===== config.mk =====
export PLATFORM = sky130hd
export DESIGN_NAME = ascon_round_ctrl
export DESIGN_NICKNAME = d
export VERILOG_FILES = /design/src/rtl/ascon_pack.sv /design/src/rtl/ascon_round_counter.sv /design/src/rtl/ascon_round_ctrl.sv
export SDC_FILE = /design/constraint.sdc
export NUM_CORES = 1
export LEC_CHECK = 0
export CORE_AREA = 5 5 42 44
export CTS_CLUSTER_SIZE = 16
export DETAILED_ROUTE_END_ITERATION = 10
export DIE_AREA = 0 0 47 49
export PLACE_DENSITY = 0.68
export SLEW_MARGIN = 10
export SYNTH_ARGS = -nofsm -noshare
export SYNTH_HDL_FRONTEND = slang
export SYNTH_SLANG_ARGS = --single-unit

===== constraint.sdc =====
create_clock -name clock_i -period 1.85 [get_ports clock_i]
set_clock_uncertainty 0.05 [all_clocks]
set_input_delay 0.555 -clock clock_i [delete_from_list [all_inputs] [get_ports clock_i]]
set_output_delay 0.555 -clock clock_i [all_outputs]
set_load 0.05 [all_outputs]

===== src/rtl/ascon_pack.sv =====
// Shared types and default round counts for the Ascon round controller.
package ascon_pack;

    localparam int unsigned NB_ROUNDS_A_DEF = 12;
    localparam int unsigned NB_ROUNDS_B_DEF = 6;

    typedef logic [3:0] round_idx_t;

    typedef enum logic [1:0] {
        ST_IDLE = 2'd0,
        ST_RUN  = 2'd1,
        ST_DONE = 2'd2
    } ctrl_state_e;

endpackage


===== src/rtl/ascon_round_counter.sv =====
// Round-index counter: synchronous clear, load and saturating increment.
module ascon_round_counter
    import ascon_pack::*;
#(
    parameter round_idx_t MAX_VAL = 4'd11
) (
    input  logic       clock_i,
    input  logic       reset_i,
    input  logic       clear_i,
    input  logic       load_i,
    input  round_idx_t load_val_i,
    input  logic       inc_i,
    output round_idx_t count_o
);

    round_idx_t count_d;
    round_idx_t count_q;

    // Clear beats load beats increment; the count parks at MAX_VAL rather than wrapping.
    always_comb begin
        count_d = count_q;
        if (clear_i) begin
            count_d = 4'd0;
        end else if (load_i) begin
            count_d = load_val_i;
        end else if (inc_i && (count_q != MAX_VAL)) begin
            count_d = count_q + 4'd1;
        end else begin
            count_d = count_q;
        end
    end

    always_ff @(posedge clock_i) begin
        if (reset_i) begin
            count_q <= 4'd0;
        end else begin
            count_q <= count_d;
        end
    end

    assign count_o = count_q;

endmodule


===== src/rtl/ascon_round_ctrl.sv =====
// Ascon permutation round controller (IDLE/RUN/DONE) driving the state mux and round index.
// Optional feature: define ASCON_ABORT_EN to add the abort_i port.
module ascon_round_ctrl
    import ascon_pack::*;
#(
    parameter int unsigned NB_ROUNDS_A = NB_ROUNDS_A_DEF,
    parameter int unsigned NB_ROUNDS_B = NB_ROUNDS_B_DEF
) (
    input  logic       clock_i,
    input  logic       reset_i,
    input  logic       start_i,
    input  logic       mode_i,
`ifdef ASCON_ABORT_EN
    input  logic       abort_i,
`endif
    output logic       ready_o,
    output logic       sel_state_o,
    output logic       en_state_o,
    output round_idx_t round_o,
    output logic       done_o
);

    localparam round_idx_t LAST_IDX    = round_idx_t'(NB_ROUNDS_A - 1);
    localparam round_idx_t B_START_IDX = round_idx_t'(NB_ROUNDS_A - NB_ROUNDS_B);

    if ((NB_ROUNDS_B < 1) || (NB_ROUNDS_B > NB_ROUNDS_A) || (NB_ROUNDS_A > 16)) begin : g_param_chk
        $error("ascon_round_ctrl: need 1 <= NB_ROUNDS_B <= NB_ROUNDS_A <= 16");
    end

    ctrl_state_e state_d;
    ctrl_state_e state_q;
    logic        first_d;
    logic        first_q;
    logic        abort_s;
    logic        cnt_clear_s;
    logic        cnt_load_s;
    logic        cnt_inc_s;
    round_idx_t  cnt_load_val_s;
    round_idx_t  cnt_s;

`ifdef ASCON_ABORT_EN
    assign abort_s = abort_i;
`else
    assign abort_s = 1'b0;
`endif

    ascon_round_counter #(
        .MAX_VAL (LAST_IDX)
    ) u_counter (
        .clock_i    (clock_i),
        .reset_i    (reset_i),
        .clear_i    (cnt_clear_s),
        .load_i     (cnt_load_s),
        .load_val_i (cnt_load_val_s),
        .inc_i      (cnt_inc_s),
        .count_o    (cnt_s)
    );

    // Next-state and counter control; p^b starts part-way so both modes end on LAST_IDX.
    always_comb begin
        state_d        = state_q;
        first_d        = 1'b0;
        cnt_clear_s    = 1'b0;
        cnt_load_s     = 1'b0;
        cnt_inc_s      = 1'b0;
        cnt_load_val_s = mode_i ? B_START_IDX : 4'd0;
        case (state_q)
            ST_IDLE: begin
                if (start_i) begin
                    state_d    = ST_RUN;
                    cnt_load_s = 1'b1;
                    first_d    = 1'b1;
                end else begin
                    state_d = ST_IDLE;
                end
            end
            ST_RUN: begin
                if (abort_s) begin
                    state_d     = ST_IDLE;
                    cnt_clear_s = 1'b1;
                end else if (cnt_s == LAST_IDX) begin
                    state_d     = ST_DONE;
                    cnt_clear_s = 1'b1;
                end else begin
                    cnt_inc_s = 1'b1;
                end
            end
            ST_DONE: begin
                state_d     = ST_IDLE;
                cnt_clear_s = 1'b1;
            end
            default: begin
                state_d     = ST_IDLE;
                cnt_clear_s = 1'b1;
            end
        endcase
    end

    always_ff @(posedge clock_i) begin
        if (reset_i) begin
            state_q <= ST_IDLE;
            first_q <= 1'b0;
        end else begin
            state_q <= state_d;
            first_q <= first_d;
        end
    end

    // Moore decode from state, first-round flag and counter.
    always_comb begin
        ready_o     = 1'b0;
        sel_state_o = 1'b0;
        en_state_o  = 1'b0;
        round_o     = 4'd0;
        done_o      = 1'b0;
        case (state_q)
            ST_IDLE: begin
                ready_o = 1'b1;
            end
            ST_RUN: begin
                en_state_o  = 1'b1;
                sel_state_o = ~first_q;
                round_o     = cnt_s;
            end
            ST_DONE: begin
                done_o      = 1'b1;
                sel_state_o = 1'b1;
            end
            default: begin
                ready_o = 1'b0;
            end
        endcase
    end

endmodule


==> parameters.txt <==
Parameter                              Value

CTS
  TritonCTS clock tree ... done
  Number of levels in the clock H-tree ... 1
  Max clock buf depth ... 2
  Clk Tree Root Cell ... clkbuf_4
  Clock latency of the later-clocked register in the worst-skew pair ... 0.25 ns
  CTS hold repair buffers ... 0
  Cts bufs inserted ... 3
  Clock transition at path regs ... 0.05 ns
  Clock Sink Count ... 7

Critical path
  Logic depth of the worst register-to-register path ... 6
  CP Cell Sequence ... inv_4 -> ha_4 -> inv_2 -> nor2_2 -> o21a_4 -> buf_12
  Bufs and invs on worst path ... 3
  Setup Crit Path Kind ... reg2out
  Critical path's top delay family ... flip-flops
  Origin of the worst setup path ... state_q[1]
  Reg2Reg Capture Point ... u_counter.count_o[1]
  Maximum net fanout on the critical path ... 3
  Type of element capturing the critical path ... output port
  CP Capture Point ... sel_state_o
  Critical path arrival ... 1.26 ns
  Slack of the worst reg-to-reg path ... 0.51 ns
  Count of cell instances traversed by the critical path ... 6
  Worst r2r src ... state_q[1]
  Cell with the biggest individual delay on the critical path ... dfxtp_2
  Required time at the worst-slack endpoint ... 1.24 ns
  Nature of the critical path startpoint ... register
  Max stage delay on crit path ... 0.35 ns

STA
  Final Hold Violating Endpoints ... 0
  Setup Total Neg Slack ... -0.01215 ns
  Setup repair after global routing missed its margin ... true
  Final Worst Setup Slack ... -0.01215 ns
  Worst-margin pin slew ... 0.2339 ns
  Final worst-path cycle share ... 1.007
  FMAX ... 537.0 MHz
  Final-report max-slew violation count ... 0
  Final worst path period need ... 1.862 ns
  Final setup fails ... 1
  Headroom to the max-slew limit ... 0.8434

Routing
  TritonRoute pass-1 iters ... 5
  Number of DRC markers after the initial detailed-route iteration ... 5
  Count of vias placed by the detailed router ... 440
  Number of vias per cell ... 5.176
  Post-detailed-route count of antenna-violating nets ... 0
  Remaining routing DRC violations ... 0
  Total length of routed wires ... 1.082 mm
  Routed length per placed instance ... 12.73 µm

Global route
  Total congestion overflow ... 0
  Number of antenna violations at the first check in global routing ... 0
  Global-route wire length before repair ... 1.814 mm
  Global Route Usage Sum ... 0.1122
  Global Route met2 Usage ... 0.1606
  Met3 Use GR ... 0.07380
  Pin count of the biggest net entering global routing ... 8
  GRT met1 Usage ... 0.1261
  GRT busiest layer ... met2
  Vias in the first global route ... 421

Place
  Placed cell count ... 77
  Placer's final routability congestion estimate ... 0.7475
  Sum of net half-perimeters after detailed placement ... 736.1 µm
  Place WS ... 0.1364 ns
  Port-buffer cells ... 11

Min path
  Hold Path Cell Cnt ... 2
  Hold Crit Class ... reg2reg

Layout
  Layout cell share with drive strength beyond 1 ... 0.4638
  Net count, final ... 79
  Fill cells ... 125
  Commonest non-fill, non-tap cell in the layout ... buf_12
  Area growth from synthesis to layout ... 81.55%
  Final standard cell count with taps included and fillers excluded ... 85
  Highest-count cells in the layout ignoring fill and taps ... buf_12, dfxtp_1, buf_4, a21oi_1, nand3_1
  Layout Utilization ... 0.5446
  Antenna Diode Count ... 0

Power and ir drop
  Cell-internal power ... 332.4 µW
  Ratio of total power to cell area ... 644.3 nW/µm²
  Seq pwr share ... 0.356
  Power share of the combinational group ... 0.352
  Final total power ... 491.7 µW
  Fraction of power spent switching nets ... 0.3241
  Clock network fraction of total power ... 0.292
  Maximum vdd drop ... 0.0003805 V
  Leakage ... 0.3054 nW
  Net switching power of the design ... 159.4 µW

Floorplan
  Area of the die ... 2303 µm²
  Chip Height ... 49 µm
  Cell row count ... 14
  Core box area ... 1401 µm²
  Overall die width ... 47 µm
  I/O pin cnt ... 12
  Effective utilization at floorplan ... 0.3000

Yosys
  Share of synthesized area occupied by flip-flops and latches ... 0.3333
  Synthesized flop and latch total ... 7
  Gate count of the mapped netlist ... 49
  Syn_area_per_cell ... 8.580 µm²
  Mapped cell area ... 420.4 µm²
  Synth area leaders ... dfxtp_1, ha_1, a21oi_1, nand3_1, and2_1
  Syn_nets ... 58
  Share of Yosys cell area claimed by the top area cell type ... 0.3333
  Yosys warning total ... 0
  Number of distinct library cell variants in the gate-level netlist after synthesis ... 23
  Cell type with the largest total area after synthesis ... dfxtp_1

Flow run
  Max cap viols ... 0

Run status
  Run status ... finished with violations
  Violated checks ... setup timing
## per-stage QoR
| step | area [µm²] | hold WS, ns |
|---|---|---|
| 3_5_place_dp | 656.9 | 0.4422 |
| 5_1_grt | 763.2 | 0.5297 |
| 4_1_cts | 744.5 | 0.4754 |
| 6_report | 763.2 | 0.4768 |
| 3_3_place_gp | 656.9 | 0.4303 |
| 2_1_floorplan | 436.7 | 0.4066 |
## cell families (layout without fill, tap and decap cells)
logic type                 after synthesis  count (layout)  synth area share
DFF                                      7               7            0.3333
xor gates and xnor gates                 1               1           0.02084
adders and majority gates                5               5            0.1488
buffers and inverters                    4              24           0.03868
AOI/OAI and AO/OA                       12              12            0.1816
and+or+nand+nor                         19              19            0.2530
muxes                                    1               1           0.02381
## worst min-delay path by stage
stage / endpoint / slack [ns] / start
4_1_cts: u_counter.count_o[0] / 0.48 / u_counter.count_o[0]
3_5_place_dp: state_q[1] / 0.44 / state_q[1]
2_1_floorplan: state_q[1] / 0.41 / state_q[1]
3_3_place_gp: state_q[1] / 0.43 / state_q[1]
6_report: u_counter.count_o[0] / 0.48 / u_counter.count_o[0]
5_1_grt: u_counter.count_o[1] / 0.53 / u_counter.count_o[1]
## Yosys cell counts (all sizes together)
| library cell | number |
|---|---|
| inv | 3 |
| buf | 1 |
| a21oi | 4 |
| nor2 | 4 |
| o211ai | 1 |
| ha | 5 |
| a31oi | 1 |
| xor2 | 1 |
| o21a | 1 |
| nand3 | 4 |
| o21ba | 1 |
| and3b | 1 |
| mux2i | 1 |
| nand3b | 1 |
| a21o | 2 |
| and2 | 4 |
| or3 | 1 |
| dfxtp | 7 |
| nand4 | 1 |
| nand2 | 2 |
| o21ai | 2 |
| nand4b | 1 |
## worst register-to-register path, cell delays in order (launching register included)
cell and delay, ns:
dfxtp_2 0.35, inv_4 0.06, ha_2 0.20, buf_4 0.16
o21ba_2 0.22, o211ai_1 0.13, a31oi_1 0.06
## flip-flops by register name (all words and copies together) (netlist names)
signal	flops
first_q	1
u_counter.count_o	4
state_q	2
## routing by layer
layer / routed length, µm / up-vias
met5: 0 / -
met4: 14 / 0
met3: 80 / 2
met2: 558 / 18
met1: 429 / 204
li1: - / 216
## what timing repair did
item / in CTS / in global routing
endpoints found under the setup margin: 6 / 5
pin swaps: 2 / 1
setup buffers: 3 / 1
resized for setup: 11 / 4
## power groups by stage
stage | Clock [mW] | Sequential (mW) | Combinational [mW]
after CTS | 0.152 | 0.174 | 0.167
after floorplan | 0 | 0.174 | 0.0868
after detailed placement | 0 | 0.176 | 0.148
after global routing | 0.165 | 0.177 | 0.186
after global placement | 0 | 0.175 | 0.147
final | 0.144 | 0.175 | 0.173
## layout make-up
cell class	count	area, µm²	share of cell area
Clock buffer	4	26.28	0.03443
Timing Repair Buffer	17	239.0	0.3131
Multi-Input combinational cell	38	319.1	0.4180
Tap cell	16	20.02	0.02623
Inverter	3	13.76	0.01803
Sequential cell	7	145.1	0.1902
Power figures use the tool's default switching activity.
